--- src/rtl/csa_accumulator_pipe.sv ---
`default_nettype none
// ============================================================================
// Module      : csa_accumulator_pipe
// Description : Multi-operand accumulator. Operands are folded into a
//               carry-save (sum, carry) pair with one 3:2 level per beat; at
//               packet end the pair is resolved by a 4-bit CLA slice, one
//               nibble per cycle. Valid/ready on both input and output sides.
// Revision    : 1.0 - initial release
// ============================================================================
module csa_accumulator_pipe #(
   parameter int WIDTH   = 8,
   parameter int MAX_OPS = 16,
   // Derived widths; exposed only so they can appear in the port list.
   localparam int OUT_W  = ((WIDTH + $clog2(MAX_OPS) + 3) / 4) * 4,
   localparam int CNT_W  = $clog2(MAX_OPS + 1)
) (
   input  logic             clk,
   input  logic             rst_n,
   input  logic             clear,
   input  logic             in_valid,
   output logic             in_ready,
   input  logic [WIDTH-1:0] in_data,
   input  logic             in_last,
   output logic             out_valid,
   input  logic             out_ready,
   output logic [OUT_W-1:0] out_sum,
   output logic [CNT_W-1:0] out_count,
   output logic             out_overflow,
   output logic             busy
);

   localparam int NSLICE = OUT_W / 4;
   localparam int KW     = (NSLICE > 1) ? $clog2(NSLICE) : 1;

   localparam logic [CNT_W-1:0] C_MAX_CNT  = CNT_W'(MAX_OPS);
   localparam logic [KW-1:0]    C_LAST_SLC = KW'(NSLICE - 1);

   typedef enum logic [1:0] {
      ST_IDLE    = 2'd0,
      ST_ACCUM   = 2'd1,
      ST_RESOLVE = 2'd2,
      ST_OUTPUT  = 2'd3
   } state_t;

   state_t           state_q;
   logic [OUT_W-1:0] s_q;
   logic [OUT_W-1:0] c_q;
   logic [OUT_W-1:0] res_q;
   logic [CNT_W-1:0] cnt_q;
   logic             ovf_q;
   logic [KW-1:0]    k_q;
   logic             sc_q;
   logic             in_ready_q;
   logic             out_valid_q;
   logic             busy_q;
   logic [OUT_W-1:0] out_sum_q;
   logic [CNT_W-1:0] out_count_q;
   logic             out_ovf_q;

   logic             w_accept;
   logic [OUT_W-1:0] w_x;
   logic [OUT_W-1:0] w_s_d;
   logic [OUT_W-1:0] w_c_d;
   logic [3:0]       w_a;
   logic [3:0]       w_b;
   logic [3:0]       w_g;
   logic [3:0]       w_p;
   logic [4:0]       w_cy;
   logic [3:0]       w_nib;
   logic [OUT_W-1:0] w_res_d;

   // in_ready is registered and only ever high in IDLE/ACCUM; clear blocks the
   // acceptance through the priority in the state register block.
   assign w_accept = in_valid && in_ready_q;

   // One 3:2 compression level: new operand folded into the carry-save pair.
   always_comb begin
      w_x   = OUT_W'(in_data);
      w_s_d = s_q ^ c_q ^ w_x;
      w_c_d = ((s_q & c_q) | (s_q & w_x) | (c_q & w_x)) << 1;
   end

   // Select nibble k of the sum and carry words for the current resolve cycle.
   always_comb begin
      w_a = 4'd0;
      w_b = 4'd0;
      for (int i = 0; i < NSLICE; i++) begin
         if (k_q == KW'(i)) begin
            w_a = s_q[i*4 +: 4];
            w_b = c_q[i*4 +: 4];
         end
      end
   end

   // 4-bit carry-lookahead slice; carry-in is the registered carry of the
   // previous nibble (zeroed on entry to RESOLVE).
   always_comb begin
      w_g     = w_a & w_b;
      w_p     = w_a ^ w_b;
      w_cy[0] = sc_q;
      w_cy[1] = w_g[0] | (w_p[0] & sc_q);
      w_cy[2] = w_g[1] | (w_p[1] & w_g[0]) | (w_p[1] & w_p[0] & sc_q);
      w_cy[3] = w_g[2] | (w_p[2] & w_g[1]) | (w_p[2] & w_p[1] & w_g[0])
              | (w_p[2] & w_p[1] & w_p[0] & sc_q);
      w_cy[4] = w_g[3] | (w_p[3] & w_g[2]) | (w_p[3] & w_p[2] & w_g[1])
              | (w_p[3] & w_p[2] & w_p[1] & w_g[0])
              | (w_p[3] & w_p[2] & w_p[1] & w_p[0] & sc_q);
      w_nib   = w_p ^ w_cy[3:0];
   end

   // Merge the freshly resolved nibble into the result word.
   always_comb begin
      w_res_d = res_q;
      for (int i = 0; i < NSLICE; i++) begin
         if (k_q == KW'(i)) begin
            w_res_d[i*4 +: 4] = w_nib;
         end
      end
   end

   // Control FSM with datapath registers and registered outputs. Clear and
   // the output handshake both return everything to the reset values.
   always_ff @(posedge clk or negedge rst_n) begin
      if (!rst_n) begin
         state_q     <= ST_IDLE;
         s_q         <= '0;
         c_q         <= '0;
         res_q       <= '0;
         cnt_q       <= '0;
         ovf_q       <= 1'b0;
         k_q         <= '0;
         sc_q        <= 1'b0;
         in_ready_q  <= 1'b1;
         out_valid_q <= 1'b0;
         busy_q      <= 1'b0;
         out_sum_q   <= '0;
         out_count_q <= '0;
         out_ovf_q   <= 1'b0;
      end else if (clear || (state_q == ST_OUTPUT && out_ready)) begin
         state_q     <= ST_IDLE;
         s_q         <= '0;
         c_q         <= '0;
         res_q       <= '0;
         cnt_q       <= '0;
         ovf_q       <= 1'b0;
         k_q         <= '0;
         sc_q        <= 1'b0;
         in_ready_q  <= 1'b1;
         out_valid_q <= 1'b0;
         busy_q      <= 1'b0;
         out_sum_q   <= '0;
         out_count_q <= '0;
         out_ovf_q   <= 1'b0;
      end else begin
         case (state_q)
            ST_IDLE, ST_ACCUM: begin
               if (w_accept) begin
                  s_q    <= w_s_d;
                  c_q    <= w_c_d;
                  busy_q <= 1'b1;
                  if (cnt_q == C_MAX_CNT) begin
                     ovf_q <= 1'b1;
                  end else begin
                     cnt_q <= cnt_q + 1'b1;
                  end
                  if (in_last) begin
                     state_q    <= ST_RESOLVE;
                     in_ready_q <= 1'b0;
                     k_q        <= '0;
                     sc_q       <= 1'b0;
                  end else begin
                     state_q    <= ST_ACCUM;
                  end
               end
            end
            ST_RESOLVE: begin
               res_q <= w_res_d;
               sc_q  <= w_cy[4];
               k_q   <= k_q + 1'b1;
               if (k_q == C_LAST_SLC) begin
                  state_q     <= ST_OUTPUT;
                  out_valid_q <= 1'b1;
                  out_sum_q   <= w_res_d;
                  out_count_q <= cnt_q;
                  out_ovf_q   <= ovf_q;
               end
            end
            default: begin
               // OUTPUT: hold everything until the handshake above fires.
            end
         endcase
      end
   end

   assign in_ready     = in_ready_q;
   assign out_valid    = out_valid_q;
   assign busy         = busy_q;
   assign out_sum      = out_sum_q;
   assign out_count    = out_count_q;
   assign out_overflow = out_ovf_q;

endmodule
`default_nettype wire

--- config.mk ---
export PLATFORM = sky130hd
export DESIGN_NAME = csa_accumulator_pipe
export DESIGN_NICKNAME = d
export VERILOG_FILES = /design/src/rtl/csa_accumulator_pipe.sv
export SDC_FILE = /design/constraint.sdc
export NUM_CORES = 1
export LEC_CHECK = 0
export CAP_MARGIN = 0
export CORE_MARGIN = 2
export CORE_UTILIZATION = 25
export CTS_CLUSTER_DIAMETER = 200
export DETAILED_ROUTE_END_ITERATION = 12
export MAX_ROUTING_LAYER = met4
export PLACE_DENSITY_LB_ADDON = 0.1
export SLEW_MARGIN = 20
export SYNTH_ARGS = -nofsm -noshare
export SYNTH_HDL_FRONTEND = slang
export SYNTH_SLANG_ARGS = --single-unit
export TNS_END_PERCENT = 20
--- constraint.sdc ---
create_clock -name clk -period 5.2 [get_ports clk]
set_input_delay 0.52 -clock clk [delete_from_list [all_inputs] [get_ports clk]]
set_output_delay 0.52 -clock clk [all_outputs]
set_load 0.01 [all_outputs]
==> results.yml, run 1 <==
grt:
  track_usage_pct: 12.77
  grt_pass1_wl_um: 13420
  overflow: 0
  grt_pass1_vias: 2517
  grt_start_max_net_pins: 64
  antenna_found_initial: 0
critical_path:
  critical_path_required_ps: 5410
  crit_fanout: 24
  start_kind: "register"
  critPathKind: "register to register"
  end_kind: "register"
  crit_arrival_ps: 3220
clock_network:
  cts_buffers: 9
  cts_setup_buffers: 0
  hold_buffers: 0
  cts.clk_slew.worst_paths_ps: 60
  cts.sinks: 63
  root_buffer: "clkbuf_16"
  htreeDepth: 3
  cts_resized: 0
  insertion_delay_ps: 340
  clockBufferDepth: 2
  cts_tree: "built"
floorplanning:
  num_io_pins: 35
  start_util_pct: 25.90
  die-area_sq_um: 14120
  die_w_um: 118.8
  die_y_um: 118.8
  num_rows: 41
  core_sq_um: 12720
power_and_ir_drop:
  ir_drop_mv: 0.1372
  p_leak_nw: 1.733
  report.power.total_mw: 1.282
  p_per_area_nw_per_um2: 318.4
sta:
  post-route-period-util_pct: 57.87
  hold_violations: 0
  period_minus_slack_ps: 3009
  clock_skew_ps: 7.939
  finalSetupViolations: 0
  grt_setup_unrepaired: "no"
  maxSlewHeadroom_pct: 36.76
  max_slew.worst_pin.slew_ps: 947.6
  max_clock_freq_mhz: 332.3
  fin_setup_tns_ps: 0
  final_max_slew_viol_count: 0
drt:
  vias_per_cell: 4.598
  routed_wl_um: 7973
  vias: 2405
  drc_errors: 0
  ant_nets: 0
  post_drt_wl_per_cell_um: 15.24
  first_iter_violations: 106
  drt_pass1_iterations: 6
outcome:
  outcome: "complete, no violations"
synth:
  synthFlopType: "dfrtp_1"
  ys_warn_count: 0
  synth_edf_count: 0
  synthArstFlopShare_pct: 100.0
  yosysUniqueCellTypes: 43
  syn_nets: 358
  ys_seq_area_share_pct: 47.87
  synth_area_sq_um: 3296
  ys_ff_latch: 63
  netlist_instances: 322
  synth_area_per_cell_sq_um: 10.23
placement:
  dp_hpwl_um: 5227
  globalplace.congestion: 0.7591
  io_buffers: 34
run:
  maxCapViolCount: 0
cells_and_area:
  antenna_cells: 0
  drive_gt1_share_pct: 8.262
  final_common_cell: "dfrtp_1"
  final_cell_mix: "62 x dfrtp_1, 49 x nand2_1, 33 x clkdlybuf4s50_1"
  area_growth_pct: 22.13
  nNetsFinal: 382
min_path:
  min_path_type: "input port to async pin"
## critical path, cell delays in order (launching register included)
cell and delay [ps]:
dfrtp_1 390, inv_1 80, ha_1 700, nor2_1 120, a21oi_1 180, o21ai_0 140
ha_1 360, a21o_1 180, a21oi_1 350, xor2_1 250, o21ai_0 120
## path summary, 6_finish.rpt
| path | start | end | slack, ps | depth (start not counted) |
|---|---|---|---|---|
| max in group asynchronous | rst_n | s_q[1]$_DFFE_PN0P_ | 4270 | 2 |
| min reg2reg | in_ready$_DFFE_PN1P_ | in_ready$_DFFE_PN1P_ | 470 | 2 |
| max | k_q[1]$_DFFE_PN0P_ | out_sum[10]$_DFFE_PN0P_ | 2190 | 10 |
| max reg2reg | k_q[1]$_DFFE_PN0P_ | out_sum[10]$_DFFE_PN0P_ | 2190 | 10 |
| min in group clk | in_ready$_DFFE_PN1P_ | in_ready$_DFFE_PN1P_ | 470 | 2 |
| min | rst_n | cnt_q[0]$_DFFE_PN0P_ | 350 | 2 |
## metrics by stage
| step | cell area [sq um] | cells | hold WS [ps] | setup slack, ps | utilization [%] |
|---|---|---|---|---|---|
| final | 4025 | 523 | 353.2 | 2191 | 31.64 |
| after global routing | 4025 | 523 | 446.0 | 1748 | 31.64 |
| after CTS | 4025 | 523 | 392.1 | 2116 | 31.64 |
| after detailed placement | 3715 | 507 | 468.8 | 2121 | 29.20 |
| after global placement | 3715 | 507 | 466.1 | 2226 | 29.20 |
| after floorplan | 3296 | 322 | 224.4 | 2697 | - |
## final cells by class
type / count / area, sq um
Clock inverter: 3 / 40.04
Timing Repair Buffer: 35 / 342.8
Multi-Input combinational cell: 227 / 1541
Fill cell: 1377 / 8697
Tap cell: 172 / 215.2
Sequential cell: 63 / 1578
Inverter: 10 / 37.54
Clock buffer: 13 / 270.3
## power by group
group          internal, mW  switching [mW]  total, mW  leakage [nW]
clock                 0.409           0.219      0.628         0.156
sequential            0.506          0.0190      0.525         0.868
combinational        0.0497          0.0795      0.129         0.709
total                 0.964           0.318       1.28          1.73
## cell usage after synthesis (3+ instances only)
master,instances,area [sq um]
a211oi_1,3,22.52
a21oi_1,24,120.1
a22o_1,23,201.4
a31oi_1,6,37.54
a32o_1,4,40.04
buf_2,12,60.06
buf_4,3,22.52
buf_6,4,45.04
clkbuf_1,3,11.26
dfrtp_1,62,1551
fa_1,8,160.2
ha_1,14,175.2
inv_1,10,37.54
nand2_1,49,183.9
nand2b_1,5,31.28
nand3_1,10,50.05
nand4_1,4,25.02
nor2_1,24,90.09
nor4_1,3,18.77
o21ai_0,16,80.08
o31ai_1,4,30.03
xnor2_1,3,26.28
xor2_1,4,35.03
## sequential cells by signal (all words and copies together), names as in the netlist
| signal | cells |
|---|---|
| busy | 1 |
| cnt_q | 5 |
| out_count | 5 |
| res_q | 8 |
| c_q | 11 |
| out_sum | 12 |
| out_overflow | 1 |
| ovf_q | 1 |
| sc_q | 1 |
| out_valid | 1 |
| state_q | 2 |
| k_q | 2 |
| in_ready | 1 |
| s_q | 12 |
## layer usage
metal  vias to the layer above  share of wire (%)  wire (um)  global-route usage, %
li1                       1176                  -          -                      -
met1                      1196                 50       4019                  16.73
met2                        20                 45       3612                  18.53
met3                        13                1.7        136                  2.299
met4                         0                2.6        204                  7.366
met5                         -                  0          0                      -
## cell families (layout without fill, tap and decap cells)
| logic type | count (synthesis) | count (layout) | share of synthesized area, % |
|---|---|---|---|
| and+or+nand+nor | 110 | 110 | 16.29 |
| AOI/OAI and AO/OA | 86 | 86 | 17.84 |
| DFF | 63 | 63 | 47.87 |
| buffers and inverters | 32 | 61 | 5.353 |
| adders and majority gates | 22 | 22 | 10.17 |
| xor gates and xnor gates | 7 | 7 | 1.860 |
| muxes | 2 | 2 | 0.6075 |
Power figures use the tool's default switching activity.
==> inputs of run 2 (changes only) <==
==> constraint.sdc (replaced) <==
create_clock -name clk -period 3 [get_ports clk]
set_input_delay 0.3 -clock clk [delete_from_list [all_inputs] [get_ports clk]]
set_output_delay 0.3 -clock clk [all_outputs]
set_load 0.01 [all_outputs]
==> run 2 against run 1 <==
Against the previous run: critical path depth rose by 1; hold slack worse by 270 ps; largest cell class unchanged; via count grew 2.0%; fmax rose by 15%; first-iteration DRC count is 16% higher; total power is 85% higher; sequential share of layout area shrank 1.0 points; clock power rose by 96%; sequential power is 73% higher; combinational power increased by 82%; die area is the same; core utilization rose by 0.83 points.
==> results.yml, run 2 (synthesized netlist as in run 1, its figures left out) <==
drt:
  drc_errors: 0
  drt_pass1_iterations: 4
  ant_nets: 0
  vias: 2453
  vias_per_cell: 4.620
  routed_wl_um: 8081
  post_drt_wl_per_cell_um: 15.22
  first_iter_violations: 123
floorplanning:
  die_y_um: 118.8
  num_io_pins: 35
  core_sq_um: 12720
  die-area_sq_um: 14120
  start_util_pct: 25.90
  die_w_um: 118.8
  num_rows: 41
sta:
  whs_ps: 85.91
  max_slew.worst_pin.slew_ps: 910.1
  setup_ws_ps: 388.3
  hold_violations: 0
  grt_setup_unrepaired: "no"
  post-route-period-util_pct: 87.06
  clock_skew_ps: 6.669
  fin_setup_tns_ps: 0
  maxSlewHeadroom_pct: 39.26
  final_max_slew_viol_count: 0
  period_minus_slack_ps: 2612
  finalSetupViolations: 0
  max_clock_freq_mhz: 382.9
critical_path:
  crit_arrival_ps: 2820
  cpMaxStageDelayCell: "dfrtp_1"
  critical_path_required_ps: 3210
  cp_cell_sequence: "inv_1 > ha_1 > nand2_1 > nor2_1 > a21oi_1 > o21ai_0 > ha_1 > a211oi_1 > o21bai_1 > xnor2_1 > o21ai_0"
  critPathKind: "register to register"
  crit_fanout: 8
  max_stage_delay_ps: 410
  start_kind: "register"
  end_kind: "register"
placement:
  dp_hpwl_um: 5588
  pre_cts_ws_ps: 234.8
  globalplace.congestion: 0.7326
  io_buffers: 34
  numPlacedInstances: 516
cells_and_area:
  seq_area_sq_um: 1578
  fin_cells: 531
  nNetsFinal: 391
  multiInputGateArea_sq_um: 1544
  antenna_cells: 0
  nFillCells: 1361
  area_growth_pct: 25.32
  final_common_cell: "dfrtp_1"
  drive_gt1_share_pct: 10.86
  final_cell_mix: "62 x dfrtp_1, 49 x nand2_1, 33 x clkdlybuf4s50_1"
clock_network:
  root_buffer: "clkbuf_16"
  htreeDepth: 3
  cts_buffers: 9
  cts_tree: "built"
  clockBufferDepth: 2
  insertion_delay_ps: 340
  cts.sinks: 63
  cts.clk_slew.worst_paths_ps: 60
outcome:
  outcome: "complete, no violations"
grt:
  grt_pass1_vias: 2598
  antenna_found_initial: 0
  track_usage_pct: 12.99
  overflow: 0
  grt_start_max_net_pins: 40
  grt_pass1_wl_um: 13770
power_and_ir_drop:
  report.power.total_mw: 2.372
  p_per_area_nw_per_um2: 574.4
  ir_drop_mv: 0.2052
  p_leak_nw: 1.785
min_path:
  min_path_type: "input port to async pin"
run:
  maxCapViolCount: 0
run 2: cell types whose count changed in the layout (fill, tap and decap cells not counted), sizes merged:
cell,change
buf,+9
bufinv,+2
clkbuf,-3
clkinv,-1
clkinvlp,+1
run 2: layer usage:
layer	up-vias	wire (um)	share of wire (%)	global-route usage (%)
met5	-	0	0	-
met4	0	155	1.9	5.580
met3	9	236	2.9	3.879
met2	23	3813	47	19.90
met1	1222	3875	48	15.93
li1	1199	-	-	-
run 2: final cells by class:
| cell class | count | area share [%] |
|---|---|---|
| Tap cell | 172 | 5.211 |
| Clock buffer | 10 | 5.786 |
| Timing Repair Buffer | 44 | 9.936 |
| Inverter | 10 | 0.9088 |
| Clock inverter | 5 | 2.575 |
| Sequential cell | 63 | 38.20 |
| Multi-Input combinational cell | 227 | 37.38 |
run 2: worst max-delay path, delay by kind of cell (launching register included):
| kind | cells | cell delay (ps) |
|---|---|---|
| flip-flops | 1 | 410 |
| adder cells (fa/ha/maj) | 2 | 590 |
| AO/OA/AOI/OAI | 5 | 830 |
| XOR/XNOR | 1 | 370 |
| AND/OR/NAND/NOR | 2 | 180 |
| buffers and inverters | 1 | 90 |
run 2: worst paths after layout:
kind                                           end                  from  slack (ps)  cells after the start
min reg2reg                   in_ready$_DFFE_PN1P_  in_ready$_DFFE_PN1P_         480                      2
max                        out_sum[11]$_DFFE_PN0P_    k_q[0]$_DFFE_PN0P_         390                     11
max in group asynchronous       c_q[8]$_DFFE_PN0P_                 rst_n        2140                      2
min in group clk              in_ready$_DFFE_PN1P_  in_ready$_DFFE_PN1P_         480                      2
min                          out_valid$_DFFE_PN0P_                 rst_n          90                      1
max reg2reg                out_sum[11]$_DFFE_PN0P_    k_q[0]$_DFFE_PN0P_         390                     11
run 2: power by group:
group	internal, mW	switching, mW	leakage, nW
logic	0.0938	0.141	0.752
registers	0.876	0.0314	0.868
clock network	0.830	0.399	0.165
run 2: metrics by stage:
step	area [sq um]	util (%)
after global placement	3782	29.73
final	4130	32.46
after floorplan	3296	-
after CTS	4128	32.44
after global routing	4130	32.46
after detailed placement	3782	29.73
run 2: repair_timing:
action | CTS | global route
gates resized for setup | 0 | 1
endpoints found under the setup margin | 0 | 7
setup buffers | 0 | 0
hold buffers | 0 | 0
==> inputs of run 3 (changes only) <==
--- a/config.mk
+++ b/config.mk
@@ -8,6 +8,7 @@
 export CAP_MARGIN = 0
 export CORE_MARGIN = 2
 export CORE_UTILIZATION = 25
+export CTS_BUF_LIST = sky130_fd_sc_hd__clkbuf_4 sky130_fd_sc_hd__clkbuf_8
 export CTS_CLUSTER_DIAMETER = 200
 export DETAILED_ROUTE_END_ITERATION = 12
 export MAX_ROUTING_LAYER = met4
==> constraint.sdc (replaced) <==
create_clock -name clk -period 3 [get_ports clk]
set_input_delay 0.45 -clock clk [delete_from_list [all_inputs] [get_ports clk]]
set_output_delay 0.45 -clock clk [all_outputs]
set_load 0.01 [all_outputs]
==> run 3 against run 2 <==
Against the previous run: sequential power hardly changed; register-to-register slack worse by 30 ps; via count is 0.90% higher; worst setup slack worse by 27 ps; combinational power hardly changed; total power is 22% lower; core utilization is 1.3 points lower; global-route usage is 0.10 points lower; sequential cell count stayed put; first-iteration DRC count is 20% lower; non-clock buffer count is 2 lower; largest cell class unchanged; highest routed layer unchanged.
==> results.yml, run 3 (synthesized netlist as in run 1, its figures left out) <==
outcome:
  outcome: "complete, no violations"
cells_and_area:
  nFillCells: 1386
  nNetsFinal: 389
  area_growth_pct: 20.20
  seq_area_sq_um: 1578
  final_cell_mix: "62 x dfrtp_1, 49 x nand2_1, 33 x clkdlybuf4s50_1"
  utilization_pct: 31.14
  multiInputGateArea_sq_um: 1551
  drive_gt1_share_pct: 10.89
  antenna_cells: 0
  final_common_cell: "dfrtp_1"
sta:
  finalSetupViolations: 0
  maxSlewHeadroom_pct: 36.30
  clock_skew_ps: 10.57
  fin_setup_tns_ps: 0
  period_minus_slack_ps: 2638
  max_clock_freq_mhz: 379.0
  max_slew.worst_pin.slew_ps: 954.5
  grt_setup_unrepaired: "no"
  final_max_slew_viol_count: 0
  hold_violations: 0
  post-route-period-util_pct: 87.94
floorplanning:
  die_w_um: 118.8
  start_util_pct: 25.90
  die-area_sq_um: 14120
  die_y_um: 118.8
  num_rows: 41
  core_sq_um: 12720
  num_io_pins: 35
critical_path:
  worstPathBufferInverterCount: 1
  cp_cell_sequence: "inv_1 > ha_1 > nand2_1 > nor2_1 > a21oi_1 > o21ai_0 > ha_1 > a21o_1 > a21oi_1 > xor2_1 > o21ai_0"
  cpMaxStageDelayCell: "dfrtp_1"
  crit_fanout: 8
  reg2reg_slack_ps: 360
  crit_arrival_ps: 2870
  critical_path_required_ps: 3230
  max_stage_delay_ps: 410
  critPathKind: "register to register"
  end_kind: "register"
  crit_family: "compound AO/OA/AOI/OAI gates"
  start_kind: "register"
min_path:
  min_path_type: "input port to async pin"
drt:
  drc_errors: 0
  post_drt_wl_per_cell_um: 15.24
  routed_wl_um: 8076
  first_iter_violations: 98
  vias: 2475
  ant_nets: 0
  vias_per_cell: 4.670
  drt_pass1_iterations: 6
clock_network:
  cts_buffers: 9
  root_buffer: "clkbuf_8"
  clockBufferDepth: 2
  cts.sinks: 63
  cts_setup_buffers: 0
  cts.clk_slew.worst_paths_ps: 80
  htreeDepth: 3
  insertion_delay_ps: 350
  cts_tree: "built"
grt:
  track_usage_pct: 12.89
  grt_pass1_wl_um: 13970
  overflow: 0
  grt_start_max_net_pins: 64
  antenna_found_initial: 0
  grt_pass1_vias: 2672
placement:
  io_buffers: 34
  globalplace.congestion: 0.7361
  dp_hpwl_um: 5453
power_and_ir_drop:
  ir_drop_mv: 0.1369
  p_per_area_nw_per_um2: 464.6
  p_leak_nw: 1.699
run:
  maxCapViolCount: 0
run 3: per-layer routing:
| metal | GRT usage, % | share of wire (%) |
|---|---|---|
| met3 | 3.161 | 2.6 |
| met2 | 19.72 | 46 |
| met4 | 4.241 | 1.5 |
| met5 | - | 0 |
| met1 | 16.78 | 50 |
run 3: area by class of cell:
class                   count  area share (%)
clock buffers              11           3.822
repair buffers             42           9.981
multi-input cells         227           39.17
inverters                  10          0.9476
clock inverters             5          0.8212
well taps                 172           5.433
flip-flops and latches     63           39.83
run 3: repair_timing:
| action | 4_1_cts | 5_1_grt |
|---|---|---|
| hold buffers | 0 | 0 |
| setup endpoints to repair | 0 | 10 |
| resized for setup | 0 | 2 |
| hold endpoints to repair | 0 | 0 |
run 3: worst paths after layout:
| path | from | end | cells after the start |
|---|---|---|---|
| worst max-delay path | k_q[0]$_DFFE_PN0P_ | out_sum[6]$_DFFE_PN0P_ | 11 |
| worst min-delay path | rst_n | out_count[3]$_DFFE_PN0P_ | 2 |
| worst max register to register | k_q[0]$_DFFE_PN0P_ | out_sum[6]$_DFFE_PN0P_ | 11 |
| worst min register to register | in_ready$_DFFE_PN1P_ | in_ready$_DFFE_PN1P_ | 2 |
| max in group asynchronous | rst_n | c_q[9]$_DFFE_PN0P_ | 2 |
| min in group clk | in_ready$_DFFE_PN1P_ | in_ready$_DFFE_PN1P_ | 2 |
run 3: through the flow:
stage | setup WS, ps | std cells | hold slack (ps) | power, mW | area (sq um)
3_5_place_dp | 213.5 | 514 | 473.6 | 1.162 | 3767
3_3_place_gp | 293.4 | 514 | 466.8 | 1.161 | 3767
6_report | 361.7 | 530 | 279.1 | 1.840 | 3961
4_1_cts | 194.2 | 530 | 305.5 | 1.868 | 3951
2_1_floorplan | 497.4 | 322 | 154.4 | 1.074 | 3296
5_1_grt | 62.62 | 530 | 340.4 | 1.936 | 3961
run 3: power by group:
part	switching (mW)	total [mW]	internal [mW]
sequential	0.0318	0.907	0.875
combinational	0.142	0.236	0.0934
clock	0.356	0.698	0.342
total	0.531	1.84	1.31
==> RTL edit 1, RTL diff (flow settings as in run 2) <==
Compare `cnt_q` against `C_MAX_CNT` with >= in place of ==.
--- a/src/rtl/csa_accumulator_pipe.sv
+++ b/src/rtl/csa_accumulator_pipe.sv
@@ -160,3 +160,3 @@
                   busy_q <= 1'b1;
-                  if (cnt_q == C_MAX_CNT) begin
+                  if (cnt_q >= C_MAX_CNT) begin
                      ovf_q <= 1'b1;
Function: no difference found for any inputs over 4 cycles, from zero or initial values and one cycle with rst_n low; that may be too few to reach the edited logic, so the function may still have changed.
==> RTL edit 1 against run 2 <==
Cell area decreased by 0.94%; critical endpoint is now out_sum[6]; setup slack worse by 0.093 ns; total power down 6.4%; clock power down 12%; routed wire length fell by 5.3%; synthesized area down 2.3%; sequential cell count stayed put.
==> RTL edit 1: results (changes against run 2) <==
The static power due to leakage is 1.85 nW (was 1.78 nW). The total number of H-tree levels is 3 (unchanged). The number of buffers inserted by post-CTS setup repair came out at 0 (unchanged). The number of vias per cell is 4.68 (was 4.62). The number of nets at the end of the flow came out at 372 (was 391).

The initial antenna violation count is 0 (unchanged). The kind of cell with the highest combined delay on the critical path is compound AO/OA/AOI/OAI gates (unchanged). The async set-or-reset flop fraction in the synthesized netlist is 1.00 (unchanged).

The iteration count of the initial detailed-routing pass is 6 (was 4). Leading cell types by count after synthesis: 62 x dfrtp_1, 41 x nand2_1, 34 x a22o_1, 22 x nor2_1, 18 x a21oi_1 (was 62 x dfrtp_1, 49 x nand2_1, 24 x a21oi_1, 24 x nor2_1, 23 x a22o_1). The largest vdd supply drop came out at 0.304 mV (was 0.205 mV). The relative slew slack is 0.500 (was 0.393). The pin count of the biggest net entering global routing came out at 35 (was 40). The largest single stage delay on the critical path is 0.40 ns.

The post-synthesis cell type count came out at 43 (unchanged). The worst min-delay path category is input port to asynchronous set/reset pin (unchanged). The number of DRC violations after detailed routing came out at 0 (unchanged).

The cell type of the slowest stage on the worst timing path is dfrtp_1 (unchanged). The HPWL reported at the end of detailed placement was 5.49 mm (was 5.59 mm). The share of post-route cells with drive strength above 1 was 0.111 (was 0.109). The clock latency on the worst-skew pair is 0.33 ns.

The aggregate routed wire length was 7.65 mm (was 8.08 mm). The number of port buffers came out at 34 (unchanged). The global placement routability congestion came to 0.729 (was 0.733). The cell at the root of the clock tree is clkbuf_16 (unchanged). The violation count after the first detailed-route iteration came out at 78 (was 123). The count of inserted antenna diode cells was 0 (unchanged). The via count of the first global-routing pass came out at 2417 (was 2598). The most used flip-flop cell after synthesis is dfrtp_1 (unchanged). The arrival time of the worst setup path was 2.92 ns (was 2.82 ns).

The worst-path maximum fanout came to 8 (unchanged). The maximum clock insertion buffer count is 2 (unchanged). The clock input transition at the sequential cells of the worst setup and hold paths is 0.05 ns.

Largest cells by area after synthesis: dfrtp_1 48%, a22o_1 9.2%, ha_1 5.1% (was dfrtp_1 47%, a22o_1 6.1%, nand2_1 5.6%). The total track usage was 0.124 (was 0.130). The final setup skew is 0.00539 ns (was 0.00667 ns). The global-route wire length before repair is 13.1 mm (was 13.8 mm). The total number of yosys warnings is 0 (unchanged). The post-synthesis sequential area ratio came out at 0.490 (was 0.479).

Run status: finished, final reports clean (unchanged). The total clock buffers created by CTS came out at 9 (unchanged). The net count after synthesis came out at 337 (was 358).
RTL edit 1: logic make-up (layout without fill, tap and decap cells):
family / count (synthesis) / in the layout / synth area share
DFF: 63 / 63 / 0.490
xor gates and xnor gates: 5 / 5 / 0.0136
muxes: 4 / 4 / 0.0124
AOI/OAI and AO/OA: 93 / 93 / 0.209
adders and majority gates: 21 / 21 / 0.100
buffers and inverters: 28 / 68 / 0.0416
and+or+nand+nor: 88 / 88 / 0.134
RTL edit 1: area by class of cell:
| type | count | area, sq um |
|---|---|---|
| fill | 1322 | 8530 |
| sequential | 63 | 1580 |
| multi-input combinational | 211 | 1540 |
| timing repair buffer | 43 | 415 |
| clock buffer | 13 | 270 |
| tap | 172 | 215 |
| clock inverter | 3 | 40.0 |
| inverter | 9 | 33.8 |
RTL edit 1: final timing paths:
check,start,endpoint,slack [ns],cells after the start
worst min register to register,busy,busy,0.48,1
worst max register to register,k_q[1],out_sum[6],0.30,11
worst max-delay path,k_q[1],out_sum[6],0.30,11
max in group asynchronous,rst_n,s_q[9],2.32,2
worst min-delay path,rst_n,out_count[0],0.03,1
min in group clk,busy,busy,0.48,1
RTL edit 1: worst register-to-register path: cells and delay by family, from the launching register on:
| kind | cells | cell delay [ns] |
|---|---|---|
| AO/OA/AOI/OAI | 5 | 1.15 |
| adder cells (fa/ha/maj) | 2 | 0.60 |
| AND/OR/NAND/NOR | 2 | 0.16 |
| XOR/XNOR | 1 | 0.19 |
| flip-flops | 1 | 0.40 |
| buffers and inverters | 1 | 0.09 |
RTL edit 1: per-stage QoR:
step	setup WS [ns]	area, sq um	total power [mW]	std cells	hold slack, ns
floorplan	0.352	3220	1.06	302	0.00441
global placement	0.335	3770	1.16	498	0.420
detailed placement	0.292	3770	1.16	498	0.411
CTS	0.277	4080	2.26	514	0.0556
global route	0.0148	4090	2.34	514	0.0945
finish	0.296	4090	2.22	514	0.0296
RTL edit 1: report_power, final:
| part | internal, mW | leakage [nW] | total [mW] | switching, mW |
|---|---|---|---|---|
| Combinational | 0.0982 | 0.831 | 0.236 | 0.137 |
| Clock | 0.708 | 0.156 | 1.08 | 0.368 |
| Sequential | 0.876 | 0.868 | 0.909 | 0.0324 |
| Total | 1.68 | 1.85 | 2.22 | 0.538 |
RTL edit 1: what timing repair did:
action | in CTS | in global routing
resized for setup | 0 | 2
endpoints found under the setup margin | 0 | 5
hold endpoints to repair | 0 | 0
RTL edit 1: per-layer routing:
metal | vias to the layer above | track usage | routed length [um] | share of wire
met3 | 10 | 0.0368 | 323 | 0.042
met4 | 0 | 0.0407 | 110 | 0.014
met1 | 1190 | 0.162 | 3760 | 0.49
met5 | - | - | 0 | 0
met2 | 44 | 0.186 | 3460 | 0.45
li1 | 1160 | - | - | -
==> RTL edit 2, RTL diff (config.mk and constraints of run 2) <==
Made on the original files. The parameter `WIDTH` goes from 8 to 4.
--- a/src/rtl/csa_accumulator_pipe.sv
+++ b/src/rtl/csa_accumulator_pipe.sv
@@ -10,3 +10,3 @@
 module csa_accumulator_pipe #(
-   parameter int WIDTH   = 8,
+   parameter int WIDTH   = 4,
    parameter int MAX_OPS = 16,
Interface: changed (resized in_data and out_sum); port bits go from 35 to 27. The function was not compared with the original's and may differ.
==> RTL edit 2 against run 2 <==
Global-route usage fell by 0.58 points; synthesized area fell by 30%; largest cell class unchanged; total power fell by 49%; sequential share of layout area rose by 3.9 points; cell area fell by 34%; die area fell by 29%; routed wire length fell by 32%; critical path type unchanged; highest routed layer unchanged; setup slack improved by 0.36 ns; sequential cell count fell by 17.
==> RTL edit 2: results (changes against run 2) <==
Run status: finished, final reports clean (unchanged). The static power due to leakage is 1.18 nW (was 1.78 nW). The number of port buffers came to 26 (was 34). The aggregate routed wire length was 5.52 mm (was 8.08 mm). The stage delay of the slowest cell on the critical path is 0.64 ns (was 0.41 ns). The met2 wire length is 2.48 mm (was 3.81 mm). The post-synthesis sequential area ratio came out at 0.502 (was 0.479).

The violation count after the first detailed-route iteration is 88 (was 123). The area of placed instances came to 0.00265 sq mm (was 0.00378 sq mm). The clock input transition at the sequential cells of the worst setup and hold paths came out at 0.09 ns (was 0.06 ns). The HPWL reported at the end of detailed placement came out at 3.78 mm (was 5.59 mm). The final setup skew is 0.00900 ns (was 0.00667 ns).

The number of placed instances, taps included came out at 368 (was 516). The total clock buffers created by CTS came out at 5 (was 9). The amount of wire on met3 after detailed routing came out at 174 um (was 236 um). The total number of H-tree levels is 2 (was 3). Leading cell types by count after synthesis: 62 x nand2_1, 45 x dfrtp_1, 35 x a21oi_1, 20 x nor2_1, 11 x ha_1 (was 62 x dfrtp_1, 49 x nand2_1, 24 x a21oi_1, 24 x nor2_1, 23 x a22o_1). The relative slew slack was 0.454 (was 0.393). The number of vias per cell came out at 4.65 (was 4.62). The xor and xnor fraction of the mapped netlist area was 0.0267 (was 0.0186). The largest vdd supply drop is 0.174 mV (was 0.205 mV). The cell at the root of the clock tree is clkbuf_8 (was clkbuf_16). The number of nets at the end of the flow is 292 (was 391).

The pin count of the biggest net entering global routing is 33 (was 40). The clock latency on the worst-skew pair came out at 0.30 ns (was 0.34 ns). The pre-CTS setup slack came out at 0.760 ns (was 0.235 ns). The post-synthesis cell type count is 33 (was 43). The global-route wire length before repair came to 9.49 mm (was 13.8 mm). The per-instance average area after synthesis came to 9.40 sq um (was 10.2 sq um). The net count after synthesis came out at 269 (was 358).
-- RTL edit 2: changes by cell type after synthesis, moves of 8 or more --
cell	change
buf_2	-8
o21ai_0	-14
nand2_1	+13
dfrtp_1	-17
a22o_1	-23
a21oi_1	+11
-- RTL edit 2: cell families after synthesis --
family,after synthesis
AO/OA/AOI/OAI,48
XOR/XNOR,7
adder cells (fa/ha/maj),15
buffers and inverters,22
flip-flops,46
multiplexers,8
AND/OR/NAND/NOR,98
-- RTL edit 2: area by class of cell --
type,count,area [sq um]
clock buffers,6,72.6
clock inverters,2,13.8
fillers,919,6070
inverters,8,30.0
multi-input cells,176,1050
flip-flops and latches,46,1150
well taps,108,135
repair buffers,30,285
-- RTL edit 2: report_power, final --
part           internal, mW  switching, mW  leakage (nW)
combinational        0.0596         0.0910         0.506
sequential            0.638         0.0244         0.633
clock                 0.165          0.226        0.0452
total                 0.862          0.342          1.18
-- RTL edit 2: layer usage --
metal  track usage  vias up
met2         0.181       32
met5             -        -
met4        0.0348        0
met1         0.178      856
li1              -      856
met3        0.0223        6
-- RTL edit 2: worst paths after layout --
kind                            startpoint            to  slack [ns]  cells past startpoint
worst max register to register         k_q    out_sum[6]        0.75                      7
worst min-delay path                 rst_n  out_overflow        0.06                      1
worst min register to register    in_ready      in_ready        0.48                      2
worst max-delay path                   k_q    out_sum[6]        0.75                      7
max in group asynchronous            rst_n        c_q[6]        2.24                      2
min in group clk                  in_ready      in_ready        0.48                      2
-- RTL edit 2: worst register-to-register path: cells and delay by family (launching register included) --
| family | cells | cell delay (ns) |
|---|---|---|
| multiplexers | 2 | 0.56 |
| AO/OA/AOI/OAI | 3 | 0.50 |
| buffers and inverters | 1 | 0.11 |
| flip-flops | 1 | 0.64 |
| adder cells (fa/ha/maj) | 1 | 0.32 |
